`config.mk`:
```
export PLATFORM = sky130hd
export DESIGN_NAME = rr_4bit_seq
export DESIGN_NICKNAME = d
export VERILOG_FILES = /design/src/rtl/alu_pkg.sv /design/src/rtl/rr_4bit_seq_rotr1.sv /design/src/rtl/rr_4bit_seq.sv
export SDC_FILE = /design/constraint.sdc
export NUM_CORES = 1
export LEC_CHECK = 0
export ABC_AREA = 1
export CAP_MARGIN = 20
export CORE_MARGIN = 1
export CORE_UTILIZATION = 44
export CTS_CLUSTER_SIZE = 30
export DETAILED_ROUTE_END_ITERATION = 7
export PLACE_DENSITY = 0.75
export RECOVER_POWER = 100
export SLEW_MARGIN = 40
export SYNTH_ARGS = -nofsm -noshare
export SYNTH_HDL_FRONTEND = slang
export SYNTH_SLANG_ARGS = --single-unit
```
`constraint.sdc`:
```
create_clock -name clk -period 1.6 [get_ports clk]
set_clock_uncertainty 0.1 [all_clocks]
set_input_delay 0.16 -clock clk [delete_from_list [all_inputs] [get_ports clk]]
set_output_delay 0.16 -clock clk [all_outputs]
set_load 0.1 [all_outputs]
```
`src/rtl/alu_pkg.sv`:
```
// Shared ALU datapath definitions: operand/amount widths and the rotator state
// type, common to the sequential right rotator and a future left rotator.
package alu_pkg;

  localparam int ALU_W     = 4;
  localparam int ALU_AMT_W = 2;

  typedef enum logic {
    ROT_IDLE   = 1'b0,
    ROT_ROTATE = 1'b1
  } rot_state_t;

endpackage

```
`src/rtl/rr_4bit_seq_rotr1.sv`:
```
// rotr1: combinational single-position right rotate; the LSB wraps into the MSB.
module rotr1 #(
  parameter int WIDTH = 4
) (
  input  logic [WIDTH-1:0] din,
  output logic [WIDTH-1:0] dout
);

  assign dout = {din[0], din[WIDTH-1:1]};

endmodule

```
`src/rtl/rr_4bit_seq.sv`:
```
// rr_4bit_seq: sequential right rotator, one bit position per clock, with a
// start/busy/done handshake. Define RR_4BIT_SEQ_CARRY_EN to add the cout output.
module rr_4bit_seq
  import alu_pkg::*;
#(
  parameter int WIDTH = ALU_W,
  parameter int AMT_W = ALU_AMT_W
) (
  input  logic             clk,
  input  logic             rst_n,
  input  logic             start,
  input  logic [WIDTH-1:0] A,
  input  logic [WIDTH-1:0] B,
  output logic             busy,
  output logic             done,
  output logic [WIDTH-1:0] R
`ifdef RR_4BIT_SEQ_CARRY_EN
  ,
  output logic             cout
`endif
);

  rot_state_t       state, state_nxt;
  logic [WIDTH-1:0] shreg, shreg_nxt, shreg_rot;
  logic [AMT_W-1:0] cnt, cnt_nxt;
  logic [WIDTH-1:0] r_nxt;
  logic             done_nxt;

  // Only the low amount bits select a rotation; the rest are don't-care.
  logic unused_amt_hi;
  assign unused_amt_hi = ^B[WIDTH-1:AMT_W];

`ifdef RR_4BIT_SEQ_CARRY_EN
  logic carry, carry_nxt, cout_nxt;
`endif

  rotr1 #(.WIDTH(WIDTH)) u_rotr1 (
    .din  (shreg),
    .dout (shreg_rot)
  );

  // State register
  always_ff @(posedge clk or negedge rst_n) begin
    if (!rst_n) begin
      state <= ROT_IDLE;
    end else begin
      state <= state_nxt;
    end
  end

  // Next-state logic
  always_comb begin
    state_nxt = state;
    case (state)
      ROT_IDLE:   if (start) state_nxt = ROT_ROTATE;
      ROT_ROTATE: if (cnt == '0) state_nxt = ROT_IDLE;
      default:    state_nxt = ROT_IDLE;
    endcase
  end

  // Output and datapath next values
  always_comb begin
    busy      = (state == ROT_ROTATE);
    shreg_nxt = shreg;
    cnt_nxt   = cnt;
    r_nxt     = R;
    done_nxt  = 1'b0;
`ifdef RR_4BIT_SEQ_CARRY_EN
    carry_nxt = carry;
    cout_nxt  = cout;
`endif
    case (state)
      ROT_IDLE: begin
        if (start) begin
          shreg_nxt = A;
          cnt_nxt   = B[AMT_W-1:0];
`ifdef RR_4BIT_SEQ_CARRY_EN
          carry_nxt = 1'b0;
`endif
        end
      end
      ROT_ROTATE: begin
        if (cnt != '0) begin
          shreg_nxt = shreg_rot;
          cnt_nxt   = cnt - 1'b1;
`ifdef RR_4BIT_SEQ_CARRY_EN
          carry_nxt = shreg[0];
`endif
        end else begin
          r_nxt    = shreg;
          done_nxt = 1'b1;
`ifdef RR_4BIT_SEQ_CARRY_EN
          cout_nxt = carry;
`endif
        end
      end
      default: ;
    endcase
  end

  // Datapath and result registers; R and cout hold between completions
  always_ff @(posedge clk or negedge rst_n) begin
    if (!rst_n) begin
      shreg <= '0;
      cnt   <= '0;
      R     <= '0;
      done  <= 1'b0;
`ifdef RR_4BIT_SEQ_CARRY_EN
      carry <= 1'b0;
      cout  <= 1'b0;
`endif
    end else begin
      shreg <= shreg_nxt;
      cnt   <= cnt_nxt;
      R     <= r_nxt;
      done  <= done_nxt;
`ifdef RR_4BIT_SEQ_CARRY_EN
      carry <= carry_nxt;
      cout  <= cout_nxt;
`endif
    end
  end

endmodule

```
==> impl_results.md, run 1 <==
* Worst-case hold slack at 0.214 ns
* Starting Density at 0.500
* Synthesis-to-finish area growth at 25.3%
* Nets at 103
* DRC Markers at 0
* Yosys cell types at 10
* Clk buf depth at 2
* Final Hold Fails at 0
* Die Y at ~38 microns
* CTS Buf Count at 3
* Vias at between 400 and 500
* CTS root buf: clkbuf_4
* Ports at 17
* Critical path class: reg -> out
* Fin crit share at 0.831
* Critical-path cell list: clkbuf_2
* DRT Pass-1 Iters at 4
* Worst hold path type: in -> async
* Worst-margin pin slew at about 0.55 ns
* Largest net degree at the start of global routing at 13
* Total core area at 1160 sq um
* Setup total negative slack at 0 ns
* Antenna-violating nets left at 0
* Setup bufs post-CTS at 0
* CP max stage delay at between 0.4 and 0.5 ns
* Crit Path Max Fanout at 2
* Max-slew violations at 0
* WL final at approximately 1100 microns
* Final HPWL DP at around 780 microns
* Die W at around 38 microns
* Worst Path Buf+Inv at 1
* Crit path max-delay family: buffers and inverters
* Syn Nets at 85
* Vias in the first global route at between 400 and 500
* CTS resizes at 0
* Synthesized cell area at between 500 and 600 sq um
* Cells after Synth at 73
* Antenna diode count at 0
* Rel. slew slack at 0.634
* Total GRT Usage at 0.190
* Synthesized area per cell at roughly 7.9 sq um
* Min cycle time layout at 1.33 ns
* CTS hold repair buffers at 0
* Critical path startpoint category: flip-flop
* Final Non-Filler Cells at approximately 100
* CTS tree: built
* Post-placement cell count at 100
* Yosys warns at 0
* Die ar. at roughly 1500 sq um
* Skew-Pair Late Insertion Delay at between 0.2 and 0.3 ns
* IO buf count at 14
* Flops & latches, synth at 12
* Global-route wire length before repair at between 1500 and 2000 microns
* Site Rows at 12
* Clk slew on worst S/H paths at roughly 0.08 ns
* Slowest cell on crit path: clkbuf_2
* Max-cap violations at 0
* Max Fclk at ~0.75 GHz
* Layout cells sized above 1 at 0.156
* Antenna violations before repair at 0
* H-tree levels at 1
* Status: finished clean
* GRT overflow at 0
* Worst path required time at ~1.3 ns
* Final Wtd Congestion at 0.804
* Avg WL per Cell at between 10 and 15 microns
* Vias per cell at approximately 4.7
* Initial DRC Count at 7
* RSZ-0062 raised after global routing: no
* CTS sink count at 12
* # setup viols final at 0
* Sequential share of the synthesized area at 0.519
* Critical Path AT at ~1.1 ns
* Worst setup EP type: output port
worst reg2reg max path, delay by kind of cell, from the launching register on:
family	cells	cell delay (ns)
flops	1	0.35
simple gates	3	0.35
fa+ha+maj	1	0.21
compound gates	1	0.16
buf+inv	1	0.06
Yosys cell counts, drive strengths merged:
master	count	area share
dfrtp	12	0.52
ha	1	0.022
inv	6	0.043
buf	1	0.019
o21ai	1	0.028
nand2	52	0.37
metrics by stage:
| step | area, sq um | worst slack (ns) | utilization |
|---|---|---|---|
| 5_1_grt | 724 | 0.142 | 0.627 |
| 6_report | 724 | 0.270 | 0.627 |
| 3_3_place_gp | 786 | 0.407 | 0.680 |
| 2_1_floorplan | 579 | 0.227 | - |
| 4_1_cts | 822 | 0.286 | 0.711 |
| 3_5_place_dp | 786 | 0.395 | 0.680 |
state kept, by name, summed over array words and instances, names as in the netlist:
register  flops
done          1
shreg         4
R             4
cnt           2
busy          1
placed cells by master, fill, tap and decap left out:
cell and count:
dfrtp_1 11, clkbuf_8 1, o21ai_2 1, inv_4 1, inv_1 5, buf_12 1
dlygate4sd3_1 1, nand2_2 1, clkbuf_4 3, clkdlybuf4s50_1 7, clkbuf_2 5, dfrtp_2 1
ha_1 1, nand2_1 51
cells by family after synthesis:
kind of cell	Yosys count	share of synthesized area
buf+inv	7	0.0628
simple gates	52	0.368
compound gates	1	0.0281
flops	12	0.519
fa+ha+maj	1	0.0216
final cells by class:
| class | instances | area [sq um] |
|---|---|---|
| multi-input combinational | 54 | 219 |
| tap | 14 | 17.5 |
| timing repair buffer | 14 | 125 |
| clock buffer | 4 | 36.3 |
| fill | 99 | 432 |
| sequential | 12 | 302 |
| inverter | 6 | 25.0 |
final timing paths:
| check | end | depth (start not counted) | slack (ns) | startpoint |
|---|---|---|---|---|
| max | R[1] | 1 | 0.27 | R[1]$_DFFE_PN0P_ |
| min | R[2]$_DFFE_PN0P_ | 1 | 0.21 | rst_n |
| max reg2reg | shreg[1]$_DFFE_PN0P_ | 6 | 0.27 | cnt[0]$_DFFE_PN0P_ |
| min reg2reg | R[2]$_DFFE_PN0P_ | 2 | 0.38 | R[2]$_DFFE_PN0P_ |
| max in group asynchronous | busy$_DFF_PN0_ | 1 | 0.80 | rst_n |
| min in group clk | R[2]$_DFFE_PN0P_ | 2 | 0.38 | R[2]$_DFFE_PN0P_ |
metal layers:
layer  GRT usage  part of all wire
met5           0                 0
met4      0.0982            0.0038
met3      0.0523             0.063
met2       0.292              0.48
met1       0.241              0.45
Power of run 1 is not shown: default switching activity piles up to over one toggle a cycle in this logic, so the estimate is an artifact.
==> run 2: changes to the inputs <==
==> constraint.sdc (replaced) <==
create_clock -name clk -period 1.3 [get_ports clk]
set_clock_uncertainty 0.1 [all_clocks]
set_input_delay 0.13 -clock clk [delete_from_list [all_inputs] [get_ports clk]]
set_output_delay 0.13 -clock clk [all_outputs]
set_load 0.1 [all_outputs]
==> run 2 against run 1 <==
Net effect: final cell count up 1.9%; final area up 7.9%; die area unchanged; wire length down 4.6%; utilization up 5.0 points; count of clock-buffer cells in the layout unchanged; highest routed layer unchanged; via count down 3.1%; critical endpoint is now busy.
==> impl_results.md, run 2 (synthesis gave the netlist of run 1 again) <==
* Status: finished clean
* CP max stage delay at 0.50 ns (+0.05 ns)
* Die ar. at 1460 sq um (unchanged)
* Max Fclk at between 0.8 and 0.9 GHz
* DRC Markers at 0 (unchanged)
* Max-slew violations at 0 (unchanged)
* Filler cells at 99 (unchanged)
* Clk buf depth at 2 (unchanged)
* Antenna diode count at 0 (unchanged)
* Worst-case hold slack at 0.270 ns (+0.0557 ns)
* Final Hold Fails at 0 (unchanged)
* IO buf count at 14 (unchanged)
* Synthesis-to-finish area growth at 35.3%
* H-tree levels at 1 (unchanged)
* # setup viols final at 0 (unchanged)
* Antenna-violating nets left at 0 (unchanged)
* Die Y at 38.2 microns (unchanged)
* Critical Path AT at 0.97 ns (-0.10 ns)
* Worst-margin pin slew at 0.639 ns (+0.0911 ns)
* Critical path startpoint category: flip-flop
* Slowest cell on crit path: dfrtp_4
* Largest net degree at the start of global routing at 13 (unchanged)
* Most common cell after layout, fill and taps aside: nand2_1
* Total core area at 1160 sq um (unchanged)
* Max-cap violations at 0 (unchanged)
* CTS tree: built
* Total GRT Usage at 0.175 (-0.0150)
* Vias per cell at 4.44 (-4.9%)
* Worst path required time at 1.07 ns (-0.27 ns)
* Avg WL per Cell at 9.58 microns (-6.4%)
* CTS Buf Count at 3 (unchanged)
* Worst Path Buf+Inv at 1 (unchanged)
* Worst setup EP type: output port
* Ports at 17 (unchanged)
* Final Wtd Congestion at 0.793 (-1.3%)
* Fin crit share at 0.923
* Site Rows at 12 (unchanged)
* Critical-path cell list: buf_6
* Worst hold path type: in -> async
* Vias in the first global route at 393 (-12%)
* Setup total negative slack at 0 ns (unchanged)
* GRT overflow at 0 (unchanged)
* Global-route wire length before repair at 1610 microns (-12%)
* RSZ-0062 raised after global routing: no
* DRT Pass-1 Iters at 1 (-3)
* Rel. slew slack at 0.574 (-0.0595)
* Crit path max-delay family: flip-flops
* Critical path class: reg -> out
* WL final at 1020 microns (-4.6%)
* Skew-Pair Late Insertion Delay at 0.28 ns (+0.02 ns)
* Final HPWL DP at 718 microns (-7.4%)
* Starting Density at 0.500 (unchanged)
* Clk slew on worst S/H paths at 0.08 ns (about the same)
* Layout cells sized above 1 at 0.207 (+0.0510)
* CTS hold repair buffers at 0 (unchanged)
* Min cycle time layout at ~1.2 ns
* Vias at 471 (-3.1%)
* Biggest regs: R x4, shreg x4, cnt x2
* Most frequent cells in the layout: 48 x nand2_1, 11 x dfrtp_1, 8 x clkbuf_4, 7 x clkdlybuf4s50_1, 5 x inv_1
* Antenna violations before repair at 0 (unchanged)
* CTS sink count at 12 (unchanged)
* Die W at 38.2 microns (unchanged)
* Crit Path Max Fanout at 2 (unchanged)
* Initial DRC Count at 0 (-7)
* Nets at 105 (+1.9%)
* CTS root buf: clkbuf_4
[run 2: path summary, 6_finish.rpt]
check | from | endpoint | slack, ns | cells after the start
hold / removal | rst_n | busy$_DFF_PN0_ | 0.27 | 2
max in group asynchronous | rst_n | busy$_DFF_PN0_ | 0.36 | 2
setup reg to reg | cnt[0]$_DFFE_PN0P_ | shreg[1]$_DFFE_PN0P_ | 0.11 | 7
min in group clk | A[2] | shreg[2]$_DFFE_PN0P_ | 0.38 | 5
setup / recovery | busy$_DFF_PN0_ | busy | 0.1 | 1
hold reg to reg | R[2]$_DFFE_PN0P_ | R[2]$_DFFE_PN0P_ | 0.38 | 2
[run 2: what timing repair did]
| item | CTS | global route |
|---|---|---|
| gates resized for setup | 0 | 2 |
| endpoints found under the hold margin | 0 | 0 |
| setup buffers | 0 | 1 |
| setup endpoints to repair | 0 | 7 |
[run 2: layer usage]
metal,track usage,up-vias,part of all wire
met5,0,-,0
met2,0.258,12,0.42
met4,0.107,0,0.023
met3,0.0698,4,0.067
li1,-,253,-
met1,0.211,202,0.49
[run 2: cell type report]
class,count,area [sq um],area share
flip-flops and latches,12,304,0.389
repair buffers,16,153,0.195
well taps,14,17.5,0.0224
inverters,6,25.0,0.0320
clock buffers,4,36.3,0.0464
multi-input cells,54,246,0.315
[run 2: metrics by stage]
step	utilization	setup WS (ns)	area (sq um)	cells
after global placement	0.688	0.108	796	101
after floorplan	-	0.0161	582	73
after global routing	0.676	0.0210	782	106
after CTS	0.720	0.00938	832	105
final	0.676	0.0995	782	106
after detailed placement	0.688	0.0748	796	101
Power of run 2 is left out for the same reason.
==> run 3: changes to the inputs <==
--- a/config.mk
+++ b/config.mk
@@ -13,6 +13,7 @@
 export DETAILED_ROUTE_END_ITERATION = 7
 export PLACE_DENSITY = 0.75
 export RECOVER_POWER = 100
+export SETUP_SLACK_MARGIN = 0.3
 export SLEW_MARGIN = 40
 export SYNTH_ARGS = -nofsm -noshare
 export SYNTH_HDL_FRONTEND = slang
==> run 3 against run 2 <==
Net effect: count of clock-buffer cells in the layout did not move; final area rose by 3.5%; non-clock buffer count unchanged; critical endpoint is now shreg[0]$_DFFE_PN0P_; highest routed layer unchanged.
==> impl_results.md, run 3 (synthesis gave the netlist of run 1 again) <==
* Antenna violations before repair at 0 (unchanged)
* Final Hold Fails at 0 (unchanged)
* Filler cells at 104 (+5.1%)
* Setup total negative slack at 0 ns (unchanged)
* Final HPWL DP at 779 microns (+8.5%)
* Die ar. at 1460 sq um (unchanged)
* Reg2Reg Depth at 6 (-1)
* Critical Path AT at 1.31 ns (+0.34 ns)
* CTS sink count at 12 (unchanged)
* Met2 routed WL at 483 microns (+12%)
* Total GRT Usage at 0.167 (-0.00791)
* Clk slew on worst S/H paths at 0.07 ns (about the same)
* Crit Path Max Fanout at 10 (+8)
* Antenna-violating nets left at 0 (unchanged)
* Layout cells sized above 1 at 0.272 (+0.0652)
* Vias per cell at 4.56 (+2.5%)
* Min cycle time layout at 1.20 ns (-0.00302 ns)
* WL final at 1060 microns (+3.8%)
* Most common cell after layout, fill and taps aside: nand2_1
* Status: finished clean
* Biggest regs: R x4, shreg x4, cnt x2
* Avg WL per Cell at 9.95 microns (+3.8%)
* Critical path startpoint category: flip-flop
* Clk buf depth at 2 (unchanged)
* Total core area at 1160 sq um (unchanged)
* Max Fclk at 0.835 GHz (+0.25%)
* Ports at 17 (unchanged)
* Nets at 105 (unchanged)
* Final Wtd Congestion at 0.748 (-5.7%)
* Skew-Pair Late Insertion Delay at 0.27 ns (about the same)
* Vias in the first global route at 389 (-1.0%)
* DRT Pass-1 Iters at 4 (+3)
* Largest net degree at the start of global routing at 13 (unchanged)
* CTS tree: built
* # setup viols final at 0 (unchanged)
* Die Y at 38.2 microns (unchanged)
* Starting Density at 0.500 (unchanged)
* Vias at 483 (+2.5%)
* Fin crit share at 0.921 (-0.00232)
* Most frequent cells in the layout: 49 x nand2_1, 7 x clkdlybuf4s50_1, 6 x dfrtp_1, 5 x dfrtp_2, 5 x buf_4
* Worst-margin pin slew at 0.613 ns (-0.0257 ns)
* Post-route cell area at 810 sq um (+3.5%)
* Initial DRC Count at 9 (+9)
* Max-slew violations at 0 (unchanged)
* Routed length on met3 at 58 microns (-15%)
* Max-cap violations at 0 (unchanged)
* DRC Markers at 0 (unchanged)
* Antenna diode count at 0 (unchanged)
* Worst hold path type: in -> async
* WL met1 at 506 microns (+2.6%)
* Synthesis-to-finish area growth at 40.0%
* Placed cell areas at 823 sq um (+3.5%)
* Site Rows at 12 (unchanged)
* Top Metal Used: met4
* Global-route wire length before repair at 1580 microns (-2.1%)
* RSZ-0062 raised after global routing: yes
* H-tree levels at 1 (unchanged)
* Rel. slew slack at 0.591 (+0.0171)
* CTS hold repair buffers at 0 (unchanged)
* IO buf count at 14 (unchanged)
* R2r setup slk at 0.10 ns (about the same)
* Critical path class: reg -> reg
* Worst setup EP type: flip-flop
* Worst path required time at 1.41 ns (+0.34 ns)
* Die W at 38.2 microns (unchanged)
* CTS Buf Count at 3 (unchanged)
* GRT overflow at 0 (unchanged)
* CTS root buf: clkbuf_4
==> run 3: repair_timing <==
action / 4_1_cts / 5_1_grt
setup buffers: 1 / 0
pin swaps: 0 / 2
endpoints found under the setup margin: 18 / 18
gates resized for setup: 3 / 1
==> run 3: stage by stage <==
| step | worst slack (ns) | util | instances | hold WS (ns) |
|---|---|---|---|---|
| 6_report | 0.102 | 0.700 | 106 | 0.282 |
| 5_1_grt | 0.0669 | 0.700 | 106 | 0.362 |
| 4_1_cts | 0.103 | 0.772 | 106 | 0.0576 |
| 3_5_place_dp | 0.0336 | 0.712 | 101 | 0.355 |
| 3_3_place_gp | 0.0404 | 0.712 | 101 | 0.344 |
| 2_1_floorplan | 0.0346 | - | 73 | -0.266 |
==> run 3: metal layers <==
metal / up-vias / track usage
met5: - / 0
met2: 11 / 0.263
met3: 2 / 0.0698
li1: 255 / -
met4: 0 / 0.0804
met1: 215 / 0.194
==> run 3: worst paths after layout <==
| check | startpoint | endpoint |
|---|---|---|
| setup / recovery | busy$_DFF_PN0_ | shreg[0]$_DFFE_PN0P_ |
| hold / removal | rst_n | busy$_DFF_PN0_ |
| setup reg to reg | busy$_DFF_PN0_ | shreg[0]$_DFFE_PN0P_ |
| hold reg to reg | R[3]$_DFFE_PN0P_ | R[3]$_DFFE_PN0P_ |
| max in group asynchronous | rst_n | busy$_DFF_PN0_ |
| min in group clk | R[3]$_DFFE_PN0P_ | R[3]$_DFFE_PN0P_ |
==> run 3: critical path, cell delays in order (launching register included) <==
cell	delay [ns]
dfrtp_4	0.50
buf_12	0.16
inv_8	0.06
nand2_1	0.08
nand2_4	0.11
nand2_1	0.06
nand2_1	0.06
==> run 3: final cells by class <==
class / count / area (sq um) / share of cell area
sequential: 12 / 310 / 0.383
clock buffer: 4 / 36.3 / 0.0448
inverter: 6 / 30.0 / 0.0371
multi-input combinational: 54 / 263 / 0.325
timing repair buffer: 16 / 153 / 0.189
tap: 14 / 17.5 / 0.0216
Power of run 3 is left out for the same reason.
